--- config.mk ---
export PLATFORM = sky130hd
export DESIGN_NAME = matrix_stream_source_flat
export DESIGN_NICKNAME = d
export VERILOG_FILES = /design/src/rtl/matrix_stream_source_if.sv /design/src/rtl/matrix_stream_source.sv /design/src/flat_wrapper.sv
export SDC_FILE = /design/constraint.sdc
export NUM_CORES = 1
export LEC_CHECK = 0
export ABC_AREA = 1
export BUFFER_PORTS_ARGS = -buffer_cell sky130_fd_sc_hd__buf_2
export CAP_MARGIN = 30
export CORE_ASPECT_RATIO = 1.1
export CORE_MARGIN = 2
export CORE_UTILIZATION = 55
export CTS_BUF_LIST = sky130_fd_sc_hd__clkbuf_8
export CTS_CLUSTER_DIAMETER = 200
export DETAILED_ROUTE_END_ITERATION = 8
export PLACE_DENSITY = 0.89
export SLEW_MARGIN = 5
export SYNTH_ARGS = -nofsm -noshare
export SYNTH_HDL_FRONTEND = slang
export SYNTH_SLANG_ARGS = --single-unit
--- constraint.sdc ---
create_clock -name clk -period 4.1 [get_ports clk]
set_input_delay 0.205 -clock clk [delete_from_list [all_inputs] [get_ports clk]]
set_output_delay 0.205 -clock clk [all_outputs]
set_load 0.1 [all_outputs]
--- src/rtl/matrix_stream_source_if.sv ---
// Stream bundle between matrix_stream_source and the matrix multiplier input port.
// The master drives data/valid/last; the slave drives ready.
interface matrix_stream_source_if;
  logic [31:0] input_r_TDATA_0;
  logic        input_r_TVALID_0;
  logic        input_r_TLAST_0;
  logic        input_r_TREADY_0;

  modport master (
    output input_r_TDATA_0, input_r_TVALID_0, input_r_TLAST_0,
    input  input_r_TREADY_0
  );

  modport slave (
    input  input_r_TDATA_0, input_r_TVALID_0, input_r_TLAST_0,
    output input_r_TREADY_0
  );
endinterface

--- src/rtl/matrix_stream_source.sv ---
// AXI-Stream source: after a hold-off, emits frames of matrix A then B filled with FILL_VALUE.
// Optional MATRIX_SRC_ERR_INJECT_EN adds inject_error to corrupt word 0 of one later frame.
module matrix_stream_source #(
  parameter int unsigned MATRIX_DIM        = 3,
  parameter logic [31:0] FILL_VALUE        = 32'd2,
  parameter logic [19:0] Start_Delay_Value = 20'd20000,
  parameter logic [7:0]  Frame_Gap         = 8'd16,
  parameter logic [7:0]  Num_Frames        = 8'd1
) (
  input  logic                          clk,
  input  logic                          reset,
`ifdef MATRIX_SRC_ERR_INJECT_EN
  input  logic                          inject_error,
`endif
  matrix_stream_source_if.master        axis,
  output logic [7:0]                    Frame_Counter,
  output logic                          Busy
);

  localparam int unsigned   FrameLen  = 2 * MATRIX_DIM * MATRIX_DIM;
  localparam int unsigned   IdxW      = (FrameLen > 1) ? $clog2(FrameLen) : 1;
  localparam logic [IdxW-1:0] LastIdx = IdxW'(FrameLen - 1);
  localparam logic [19:0]   DelayLast = Start_Delay_Value - 20'd1;
  localparam logic [7:0]    GapLast   = Frame_Gap - 8'd1;

  typedef enum logic [1:0] {StHold, StSend, StGap, StDone} state_e;

  state_e            state_q;
  logic [19:0]       delay_q;
  logic [IdxW-1:0]   idx_q;
  logic [7:0]        gap_q;
  logic [7:0]        sent_q;
  logic [7:0]        frame_cnt_q;
  logic              busy_q;
  logic              tvalid_q;
  logic              tlast_q;
  logic [31:0]       tdata_q;

  logic              xfer;
  logic              hold_done;
  logic              gap_done;
  logic              finish;
  logic [7:0]        sent_inc;
  logic [31:0]       word0;

  assign xfer      = tvalid_q & axis.input_r_TREADY_0;
  assign hold_done = (Start_Delay_Value == 20'd0) || (delay_q == DelayLast);
  assign gap_done  = (gap_q == GapLast);
  // Sent-frames count saturates so Num_Frames comparison never aliases after a wrap.
  assign sent_inc  = (sent_q == 8'hFF) ? sent_q : sent_q + 8'd1;
  assign finish    = (Num_Frames != 8'd0) && (sent_inc == Num_Frames);

`ifdef MATRIX_SRC_ERR_INJECT_EN
  logic err_pend_q;
  logic inj_word_q;
  logic inj_now;
  logic load0;

  assign inj_now = err_pend_q | inject_error;
  assign word0   = inj_now ? FILL_VALUE + 32'd1 : FILL_VALUE;
  assign load0   = ((state_q == StHold) && hold_done) ||
                   ((state_q == StGap) && gap_done) ||
                   ((state_q == StSend) && xfer && tlast_q && !finish && (Frame_Gap == 8'd0));

  // Flag stays armed until the corrupted word 0 is actually accepted downstream.
  always_ff @(posedge clk) begin
    if (reset) begin
      err_pend_q <= 1'b0;
      inj_word_q <= 1'b0;
    end else if (load0) begin
      err_pend_q <= inj_now;
      inj_word_q <= inj_now;
    end else if (xfer && inj_word_q) begin
      err_pend_q <= inject_error;
      inj_word_q <= 1'b0;
    end else if (inject_error) begin
      err_pend_q <= 1'b1;
    end
  end
`else
  assign word0 = FILL_VALUE;
`endif

  always_ff @(posedge clk) begin
    if (reset) begin
      state_q     <= StHold;
      delay_q     <= '0;
      idx_q       <= '0;
      gap_q       <= '0;
      sent_q      <= '0;
      frame_cnt_q <= '0;
      busy_q      <= 1'b0;
      tvalid_q    <= 1'b0;
      tlast_q     <= 1'b0;
      tdata_q     <= '0;
    end else begin
      unique case (state_q)
        StHold: begin
          delay_q <= delay_q + 20'd1;
          if (hold_done) begin
            state_q  <= StSend;
            busy_q   <= 1'b1;
            tvalid_q <= 1'b1;
            tlast_q  <= 1'b0;
            tdata_q  <= word0;
          end
        end
        StSend: begin
          if (xfer) begin
            if (tlast_q) begin
              idx_q       <= '0;
              frame_cnt_q <= frame_cnt_q + 8'd1;
              sent_q      <= sent_inc;
              tlast_q     <= 1'b0;
              if (finish) begin
                state_q  <= StDone;
                busy_q   <= 1'b0;
                tvalid_q <= 1'b0;
              end else if (Frame_Gap == 8'd0) begin
                tdata_q <= word0;
              end else begin
                state_q  <= StGap;
                gap_q    <= '0;
                tvalid_q <= 1'b0;
              end
            end else begin
              idx_q   <= idx_q + IdxW'(1);
              tdata_q <= FILL_VALUE;
              tlast_q <= ((idx_q + IdxW'(1)) == LastIdx);
            end
          end
        end
        StGap: begin
          if (gap_done) begin
            state_q  <= StSend;
            tvalid_q <= 1'b1;
            tlast_q  <= 1'b0;
            tdata_q  <= word0;
          end else begin
            gap_q <= gap_q + 8'd1;
          end
        end
        StDone: begin
          busy_q   <= 1'b0;
          tvalid_q <= 1'b0;
        end
      endcase
    end
  end

  assign axis.input_r_TDATA_0  = tdata_q;
  assign axis.input_r_TVALID_0 = tvalid_q;
  assign axis.input_r_TLAST_0  = tlast_q;
  assign Frame_Counter         = frame_cnt_q;
  assign Busy                  = busy_q;

endmodule

--- src/flat_wrapper.sv ---
// flat-port wrapper written by rule: the top's interface ports become plain ports
module matrix_stream_source_flat 
#(
  parameter int unsigned MATRIX_DIM        = 3,
  parameter logic [31:0] FILL_VALUE        = 32'd2,
  parameter logic [19:0] Start_Delay_Value = 20'd20000,
  parameter logic [7:0]  Frame_Gap         = 8'd16,
  parameter logic [7:0]  Num_Frames        = 8'd1
)
  (clk, reset, Frame_Counter, Busy, axis_input_r_TDATA_0, axis_input_r_TVALID_0, axis_input_r_TLAST_0, axis_input_r_TREADY_0);
  matrix_stream_source_if axis_i ();
  input  logic clk;
  input  logic reset;
  output logic [7:0] Frame_Counter;
  output logic Busy;
  output wire logic [$bits(axis_i.input_r_TDATA_0)-1:0] axis_input_r_TDATA_0;
  output wire logic [$bits(axis_i.input_r_TVALID_0)-1:0] axis_input_r_TVALID_0;
  output wire logic [$bits(axis_i.input_r_TLAST_0)-1:0] axis_input_r_TLAST_0;
  input wire logic [$bits(axis_i.input_r_TREADY_0)-1:0] axis_input_r_TREADY_0;
  assign axis_input_r_TDATA_0 = axis_i.input_r_TDATA_0;
  assign axis_input_r_TVALID_0 = axis_i.input_r_TVALID_0;
  assign axis_input_r_TLAST_0 = axis_i.input_r_TLAST_0;
  assign axis_i.input_r_TREADY_0 = axis_input_r_TREADY_0;
  matrix_stream_source #(.MATRIX_DIM(MATRIX_DIM), .FILL_VALUE(FILL_VALUE), .Start_Delay_Value(Start_Delay_Value), .Frame_Gap(Frame_Gap), .Num_Frames(Num_Frames)) u_core (.clk(clk), .reset(reset), .axis(axis_i), .Frame_Counter(Frame_Counter), .Busy(Busy));
endmodule
==> results of run 1 <==
-- critical path, cell delays in order (launching register included) --
cell     delay [ps]
dfxtp_1         340
inv_1           100
ha_1            370
nand2_1         140
nor2_2          420
a21oi_1         110
a21oi_2         580
nand3_1         160
nand2_1         100
nor2_1           50
-- power breakdown --
part,internal (mW),leakage [nW],switching (mW),total (mW)
clock network,0.138,0.0474,0.182,0.320
logic,0.0990,0.896,0.345,0.444
registers,0.584,0.445,0.0432,0.627
-- through the flow --
step / instance area [µm²] / std cells / util [%] / hold WS [ps] / setup slack [ps]
2_1_floorplan: 3340 / 495 / - / 361 / 1900
3_3_place_gp: 3200 / 544 / 55.8 / 445 / 1800
3_5_place_dp: 3200 / 544 / 55.8 / 450 / 1650
4_1_cts: 3300 / 552 / 57.6 / 325 / 1620
5_1_grt: 3300 / 552 / 57.6 / 351 / 1380
6_report: 3300 / 552 / 57.6 / 332 / 1620
-- routing by layer --
| metal | global-route usage [%] | part of all wire [%] | vias up |
|---|---|---|---|
| li1 | - | - | 1462 |
| met1 | 20.4 | 44 | 1315 |
| met2 | 37.2 | 51 | 63 |
| met3 | 3.44 | 3.6 | 9 |
| met4 | 6.66 | 1.2 | 0 |
| met5 | 0 | 0 | - |
-- how the worst max path moves through the flow --
stage                                             from              end
after global routing                 u_core.state_q[1]  u_core.gap_q[5]
final                                u_core.state_q[1]  u_core.gap_q[4]
after floorplan           u_core.axis.input_r_TVALID_0  u_core.gap_q[5]
after global placement               u_core.state_q[1]  u_core.gap_q[7]
after CTS                            u_core.state_q[1]  u_core.gap_q[4]
after detailed placement             u_core.state_q[1]  u_core.gap_q[4]
-- cell usage in the layout (no fill, tap or decap), drive strengths merged, types with 2 or more instances in the layout --
cell and count:
dfxtp 55, nand2 79, nand3 40, clkbuf 6
o211ai 2, o21ai 25, nor2 64, conb 31
clkinv 2, inv 59, nor3 14, a21oi 45
o21a 3, xnor2 4, nand4 13, ha 11
buf 14, xor2 4
-- registers in the layout, indices dropped and copies added, names as in the netlist, named ones only --
name,count
u_core.state_q,2
u_core.Frame_Counter,8
u_core.axis.input_r_TLAST_0,1
u_core.idx_q,5
u_core.sent_q,7
u_core.axis.input_r_TVALID_0,1
u_core.delay_q,20
u_core.Busy,1
u_core.axis.input_r_TDATA_0,1
u_core.gap_q,8
-- area by class of cell --
class | count | area share (%)
multi-input combinational | 338 | 51.8
inverter | 60 | 6.82
clock buffer | 6 | 2.50
tap | 77 | 2.92
sequential | 55 | 33.4
clock inverter | 2 | 0.493
timing repair buffer | 14 | 2.12
-- cells by family (layout without fill, tap and decap cells) --
| kind of cell | after synthesis | in the layout | share of synthesized area (%) |
|---|---|---|---|
| AND/OR/NAND/NOR | 212 | 212 | 30.4 |
| adder cells (fa/ha/maj) | 11 | 11 | 4.27 |
| XOR/XNOR | 8 | 8 | 2.17 |
| AO/OA/AOI/OAI | 76 | 76 | 12.6 |
| buffers and inverters | 102 | 82 | 16.3 |
| other | 1 | 31 | 0.116 |
| flip-flops | 55 | 55 | 34.2 |
==> out/metrics.cfg, run 1 <==
[clocking]
tritoncts=done
ctsHoldBuffers=0
h-tree-depth=2
cts_root_buf=clkbuf_8
cts_resized=0
numCtsBuffers=5
clkSlewWorstSetupHoldPaths_ps=100
ctsLongestPathBuffers=2
clock-sinks=55
clk_latency_ps=310
postCtsSetupRepairBufs=0

[critical_path]
worstPathRequired_ps=4320
worstRegToRegCells=9
worstSetupPathType=flop to flop
timing.rr.start=u_core.state_q[1]
critPathArrivalTime_ps=2700
startpoint_type=flop
end_kind=flop
rrSetupSlack_ps=1620
path_max_fanout=16
rr_endpoint=u_core.gap_q[4]

[logic_synthesis]
synth-edff-count=0
synth_common_cells=nand2_1, inv_1, nor2_1
ys_seq_elements=55
synth_area_um2=3220
yosysSeqAreaShare_pct=34.2
synth.area.top_cells=dfxtp_1, nand2_1, buf_4
synth_most_common_cell=nand2_1
synth.top_cell.area_share_pct=34.2
yosysWarningCount=0
synth_cells=465
async_reset_ff_share_pct=0
synth.largest_area_cell=dfxtp_1
syn_area_per_cell_um2=6.93
ys.flop_type=dfxtp_1
synth.distinct_cells=32

[route]
vias=2849
avgRoutedWirePerCell_um=11.0
via_per_inst=5.16
remaining_drc_errors=0
antenna_left=0
drt_iter0_drc=158
first_pass_iters=4
drt-total-wl_um=6070

[timing]
rsz0062_at_grt=false
fin_crit_ps=2480
tightestPinTransition_ps=982
max_freq_ghz=0.403
fin_crit_sh_pct=60.5
drv_slew=0
fin_skew_ps=13.4
fin_tns_setup_ps=0
slew_headroom_pct=34.5
hold_viol=0
finalSetupViolCount=0

[floorplanning]
dieArea_um2=6490
start_util_pct=56.2
design.core.area_um2=5730
ios=46
fp.dieH_um=84.3
dieWidth_um=77.0
rows=29

[layout]
area_growth_syn_to_layout_pct=2.41
layout-drive-gt1-share_pct=8.42
nets=488
diodes=0
fillers=529
multi_input_area_um2=1710
regArea_um2=1100

[hold_path]
hold_depth=2
whs_endpoint=u_core.delay_q[12]
worstHoldStart=reset
hold_path_class=input port to flop

[power_and_ir_drop]
p_leak_nw=1.39
cellPowerDensity_nw_per_um2=422
power_mw=1.39
ir_drop_v=0.000181

[global_route]
gr-usage-all-layers_pct=19.1
antenna_found_initial=0
grt_pass1_wl_um=10400
grt-ovfl-total=0
grt_max_degree=34
grt_pass1_vias=2526

[placement]
dpl.hpwl_um=4420
gp_routability_congestion=0.856
portBuffers=14

[run]
max_cap_viol_count=0

[status]
status=complete, no violations

(Power assumes the default switching activity.)
==> run 2: changes to the inputs <==
Settings changed: ABC_AREA 1 to 0, CORE_UTILIZATION 55 to 53, PLACE_DENSITY 0.89 to 0.9.
Clock period 4.1 ns to 2 ns, I/O delays scaled along.
==> out/metrics.cfg, run 2 <==
[status]
status=finished with violations
failed_checks=negative setup slack

[layout]
final_core_utilization_pct=60.9  ; +3.4 points
multi_input_area_um2=1820  ; +6.3%
fillers=446  ; -16%
final_cell_mix=nor2_1, dfxtp_1, conb_1
diodes=0  ; unchanged
largest_reg_flops=20  ; unchanged
layout_commonest_cell=nor2_1
max_flop_register=u_core.delay_q
area_growth_syn_to_layout_pct=13.0
regArea_um2=1110  ; +1.0%
nets=414  ; -15%
fin_cells=477  ; -14%
layout-drive-gt1-share_pct=20.8  ; +12 points

[clocking]
ctsHoldBuffers=0  ; unchanged
clkSlewWorstSetupHoldPaths_ps=100  ; about the same
clock-sinks=55  ; unchanged
numCtsBuffers=5  ; unchanged
cts_root_buf=clkbuf_8
h-tree-depth=2  ; unchanged
ctsLongestPathBuffers=2  ; unchanged
clk_latency_ps=320  ; about the same
tritoncts=done

[timing]
hold_slack_ps=72.1  ; -259 ps
fin_tns_setup_ps=-1350  ; -1350 ps
fin_skew_ps=12.1  ; -1.36 ps
fin_crit_ps=2150  ; -327 ps
rsz0062_at_grt=true
max_freq_ghz=0.465  ; +15%
finalWorstSetupSlack_ps=-153  ; -1770 ps
drv_slew=0  ; unchanged
finalSetupViolCount=13  ; +13
fin_crit_sh_pct=108  ; +47 points
hold_viol=0  ; unchanged

[critical_path]
path_cells=ha_4, and3_4, or2_4, a2111oi_4, buf_4, and4_4, nor3_4, a32o_1
crit_family=simple AND/OR/NAND/NOR gates
critPathArrivalTime_ps=2360  ; -340 ps
worstSetupPathType=flop to flop
slowest_stage=a2111oi_4
worstRegToRegCells=8  ; -1
timing.rr.start=u_core.sent_q[0]
path_max_fanout=6  ; -10
rr_endpoint=u_core.gap_q[7]
cp_num_cells=8  ; -1
startpoint_type=flop
crit_end=u_core.gap_q[7]
rrSetupSlack_ps=-150  ; -1770 ps
end_kind=flop
worstPathRequired_ps=2210  ; -2110 ps
critical_path.max_stage_delay_ps=380  ; -200 ps
setup.worst_path.start=u_core.sent_q[0]
crit_buf_inv=1  ; unchanged

[global_route]
top_usage_layer=met2
use_met2_pct=38.5  ; +1.3 points
grt_max_degree=46  ; +35%
antenna_found_initial=0  ; unchanged
grt_pass1_wl_um=10900  ; +5.5%
grt-ovfl-total=0  ; unchanged
use_met1_pct=22.6  ; +2.2 points
gr-usage-all-layers_pct=20.7  ; +1.7 points
grt_pass1_vias=2432  ; -3.7%
met3_usage_pct=4.22  ; +0.78 points

[route]
via_per_inst=5.55  ; +7.6%
antenna_left=0  ; unchanged
first_pass_iters=4  ; unchanged
avgRoutedWirePerCell_um=14.3  ; +30%
drt_iter0_drc=176  ; +11%
remaining_drc_errors=0  ; unchanged
drt-total-wl_um=6820  ; +12%
vias=2649  ; -7.0%

[placement]
portBuffers=14  ; unchanged
gp_routability_congestion=0.825  ; -3.6%
placed_cells=466  ; -14%
dpl.hpwl_um=4490  ; +1.6%

[run]
max_cap_viol_count=0  ; unchanged

[floorplanning]
design.core.area_um2=5700  ; -0.63%
dieWidth_um=76.6  ; -0.53%
dieArea_um2=6420  ; -1.1%
start_util_pct=53.9  ; -2.3 points
fp.dieH_um=83.8  ; -0.53%
rows=29  ; unchanged
ios=46  ; unchanged

[power_and_ir_drop]
ir_drop_v=0.000349  ; +93%
power_mw=2.37  ; +70%
p_leak_nw=1.42  ; +2.1%
cellPowerDensity_nw_per_um2=683  ; +62%

[logic_synthesis]
ys_seq_elements=55  ; unchanged
synth.area.top_cells=dfxtp_1, buf_4, nor2_1
synth_common_cells=dfxtp_1, nor2_1, buf_4
async_reset_ff_share_pct=0  ; unchanged
synth_fa_ha_area_share_pct=4.48  ; +0.21 points
synth-edff-count=0  ; unchanged
synth_top_family_by_area=simple AND/OR/NAND/NOR gates
ys.flop_type=dfxtp_1
synth.distinct_cells=50  ; +56%
synth_cells=362  ; -22%
synth.largest_area_cell=dfxtp_1
muxShareOfSynthArea_pct=0.652  ; +0.65 points
syn_area_per_cell_um2=8.49  ; +22%
synth_compound_area_share_pct=12.3  ; -0.27 points
synthSimpleGateAreaFrac_pct=25.7  ; -4.6 points
synth.top_cell.area_share_pct=35.8  ; +1.7 points
synthXorXnorAreaFrac_pct=9.12  ; +7.0 points
synth_area_um2=3070  ; -4.7%
yosysSeqAreaShare_pct=35.8  ; +1.7 points
yosysWarningCount=0  ; unchanged

[hold_path]
worstHoldStart=reset
hold_path_class=input port to flop

==> run 2: routing by layer <==
| layer | part of all wire (%) | up-vias |
|---|---|---|
| met5 | 0 | - |
| met4 | 1.8 | 0 |
| met3 | 4.9 | 12 |
| met2 | 53 | 100 |
| met1 | 40 | 1270 |
| li1 | - | 1267 |
==> run 2: logic make-up after synthesis <==
| logic type | Yosys count |
|---|---|
| mux | 2 |
| compound gates | 48 |
| fa+ha+maj | 11 |
| flops | 55 |
| simple gates | 157 |
| other cells | 1 |
| xor+xnor | 32 |
| buf+inv | 56 |
==> run 2: worst min-delay path by stage <==
stage	endpoint	slack, ps	cells past startpoint
after floorplan	u_core.Frame_Counter[1]	410	3
after global placement	u_core.axis.input_r_TLAST_0	390	2
after detailed placement	u_core.axis.input_r_TLAST_0	400	2
after CTS	u_core.axis.input_r_TLAST_0	70	2
after global routing	u_core.axis.input_r_TLAST_0	90	2
final	u_core.axis.input_r_TLAST_0	70	2
==> run 2: cell type report <==
cell class	count	share of cell area, %
well taps	77	2.77
multi-input cells	281	52.3
flip-flops and latches	55	32.0
repair buffers	43	8.40
clock buffers	5	1.98
clock inverters	2	0.973
inverters	14	1.51
==> run 2: stage by stage <==
stage	area (µm²)	setup WS, ps
after floorplan	3210	19.3
after global placement	3260	7.76
after detailed placement	3260	-92.9
after CTS	3410	-90.1
after global routing	3470	-208
final	3470	-153
==> run 2: where the power goes <==
part	leakage (nW)	internal, mW	total, mW	switching [mW]
clock	0.0554	0.363	0.729	0.366
combinational	0.914	0.0874	0.504	0.417
sequential	0.448	1.12	1.14	0.0194
==> run 2: timing repair <==
| item | in CTS | in global routing |
|---|---|---|
| pin swaps | 11 | 2 |
| setup buffers | 2 | 2 |
| endpoints found under the setup margin | 11 | 19 |
| resized for setup | 9 | 14 |
==> run 2: worst reg2reg max path, cell delays in order, from the launching register on <==
cell and delay (ps):
dfxtp_2 350, ha_4 160, and3_4 190, or2_4 240
a2111oi_4 380, buf_4 180, and4_4 250, nor3_4 70
a32o_1 220
==> run 3: changes to the inputs <==
Settings changed: REMOVE_ABC_BUFFERS set to 1.
==> out/metrics.cfg, run 3 (synthesis results as in run 2) <==
[critical_path]
path_max_fanout=3  ; -3
startpoint_type=flop
timing.rr.start=u_core.sent_q[0]
worstPathRequired_ps=2210  ; about the same
critPathArrivalTime_ps=2390  ; +30 ps
rrSetupSlack_ps=-170  ; -20 ps
worstRegToRegCells=8  ; unchanged
crit_end=u_core.gap_q[0]
end_kind=flop
rr_endpoint=u_core.gap_q[0]
worstSetupPathType=flop to flop
setup.worst_path.start=u_core.sent_q[0]

[route]
drt-total-wl_um=8860  ; +30%
remaining_drc_errors=0  ; unchanged
antenna_left=0  ; unchanged
avgRoutedWirePerCell_um=18.0  ; +26%
via_per_inst=5.94  ; +7.0%
first_pass_iters=5  ; +1
drt_iter0_drc=230  ; +31%
vias=2918  ; +10%

[timing]
drv_slew=0  ; unchanged
hold_viol=0  ; unchanged
finalSetupViolCount=13  ; unchanged
finalWorstSetupSlack_ps=-174  ; -21.6 ps
max_freq_ghz=0.460  ; -0.99%
fin_crit_ps=2170  ; +21.6 ps
fin_skew_ps=9.17  ; -2.88 ps
fin_crit_sh_pct=109  ; +1.1 points
rsz0062_at_grt=true

[global_route]
gr-usage-all-layers_pct=25.3  ; +4.5 points
grt_max_degree=29  ; -37%
grt_pass1_wl_um=13000  ; +19%
antenna_found_initial=0  ; unchanged
grt-ovfl-total=0  ; unchanged
grt_pass1_vias=2800  ; +15%

[placement]
placed_cells=470  ; +0.86%
dpl_cell_area_um2=3260  ; +0.15%
portBuffers=14  ; unchanged
dpl.hpwl_um=4680  ; +4.2%
gp_routability_congestion=0.888  ; +7.5%
pre_cts_slack_ps=-242  ; -149 ps

[power_and_ir_drop]
p_sw_mw=0.871  ; +8.5%
seq_power_share_pct=48.0  ; about the same
ir_drop_v=0.000724  ; +110%
p_leak_nw=1.49  ; +5.0%
combPwrFrac_pct=23.3  ; +2.0 points
p_clk_share_pct=28.8  ; -2.0 points
cellPowerDensity_nw_per_um2=644  ; -5.7%
p_int_mw=1.51  ; -3.6%
swShare_pct=36.6  ; +2.7 points

[floorplanning]
dieWidth_um=76.6  ; unchanged
fp.dieH_um=83.8  ; unchanged
rows=29  ; unchanged
start_util_pct=53.9  ; unchanged
ios=46  ; unchanged
dieArea_um2=6420  ; unchanged
design.core.area_um2=5700  ; unchanged

[status]
failed_checks=negative setup slack
status=finished with violations

[layout]
finish.instance_area_um2=3700  ; +6.5%
final_cell_mix=nor2_1, dfxtp_1, buf_4
area_growth_syn_to_layout_pct=20.4
fillers=393  ; -12%
multi_input_area_um2=1920  ; +5.9%
final_core_utilization_pct=64.9  ; +4.0 points
regArea_um2=1110  ; +0.11%
largest_reg_flops=20  ; unchanged
diodes=0  ; unchanged
layout_commonest_cell=nor2_1
max_flop_register=u_core.delay_q
layout-drive-gt1-share_pct=28.3  ; +7.5 points
nets=427  ; +3.1%
fin_cells=491  ; +2.9%

[clocking]
clock-sinks=55  ; unchanged
clk_latency_ps=330  ; about the same
numCtsBuffers=5  ; unchanged
cts_root_buf=clkbuf_8
clkSlewWorstSetupHoldPaths_ps=110  ; about the same
ctsLongestPathBuffers=2  ; unchanged
tritoncts=done
h-tree-depth=2  ; unchanged

[run]
max_cap_viol_count=0  ; unchanged

[hold_path]
hold_path_class=input port to flop

run 3: power by group through the flow:
stage / clock network, mW / logic (mW) / registers, mW
floorplan: 0 / 0.353 / 1.21
global placement: 0 / 0.477 / 1.16
detailed placement: 0 / 0.486 / 1.16
CTS: 0.676 / 0.511 / 1.14
global route: 0.718 / 0.575 / 1.14
finish: 0.685 / 0.554 / 1.14
run 3: critical path, stage by stage, from the launching register on:
cell       delay, ps
dfxtp_2          350
ha_4             160
and3_4           190
or2_4            270
a2111oi_4        470
and4_4           330
buf_6            120
or4_4            120
a21oi_2           50
run 3: per-stage QoR:
stage	hold slack, ps	power (mW)	TNS (ps)
floorplan	169	1.57	-12880
detailed placement	440	1.65	-1880
global placement	434	1.64	-379
global route	121	2.44	-3140
CTS	109	2.32	-225
finish	128	2.38	-1860
run 3: worst min-delay path by stage:
stage | depth (start not counted) | slack, ps | to | startpoint
2_1_floorplan | 1 | 170 | u_core.Frame_Counter[1] | reset
3_3_place_gp | 2 | 430 | u_core.idx_q[4] | reset
3_5_place_dp | 2 | 440 | u_core.idx_q[3] | reset
4_1_cts | 2 | 110 | u_core.idx_q[3] | reset
5_1_grt | 2 | 120 | u_core.idx_q[4] | reset
6_report | 2 | 130 | u_core.sent_q[5] | reset
run 3: what timing repair did:
action / 4_1_cts / 5_1_grt
hold buffers: 0 / 0
gates resized for setup: 34 / 22
setup endpoints to repair: 13 / 23
pin swaps: 8 / 20
buffers inserted: 8 / 5
gates cloned: 0 / 0
run 3: layout make-up:
cell class	instances	share of cell area, %
inverter	14	1.42
timing repair buffer	56	11.2
multi-input combinational	281	52.0
clock buffer	6	2.23
sequential	55	30.1
tap	77	2.60
clock inverter	2	0.440
run 3: metal layers:
layer / global-route usage (%) / vias up / part of all wire, % / wire length, µm
met2: 44.0 / 181 / 52 / 4590
li1: - / 1296 / - / -
met4: 21.5 / 0 / 6.3 / 561
met3: 5.09 / 52 / 7.0 / 619
met1: 25.8 / 1389 / 35 / 3090
met5: 0 / - / 0 / 0
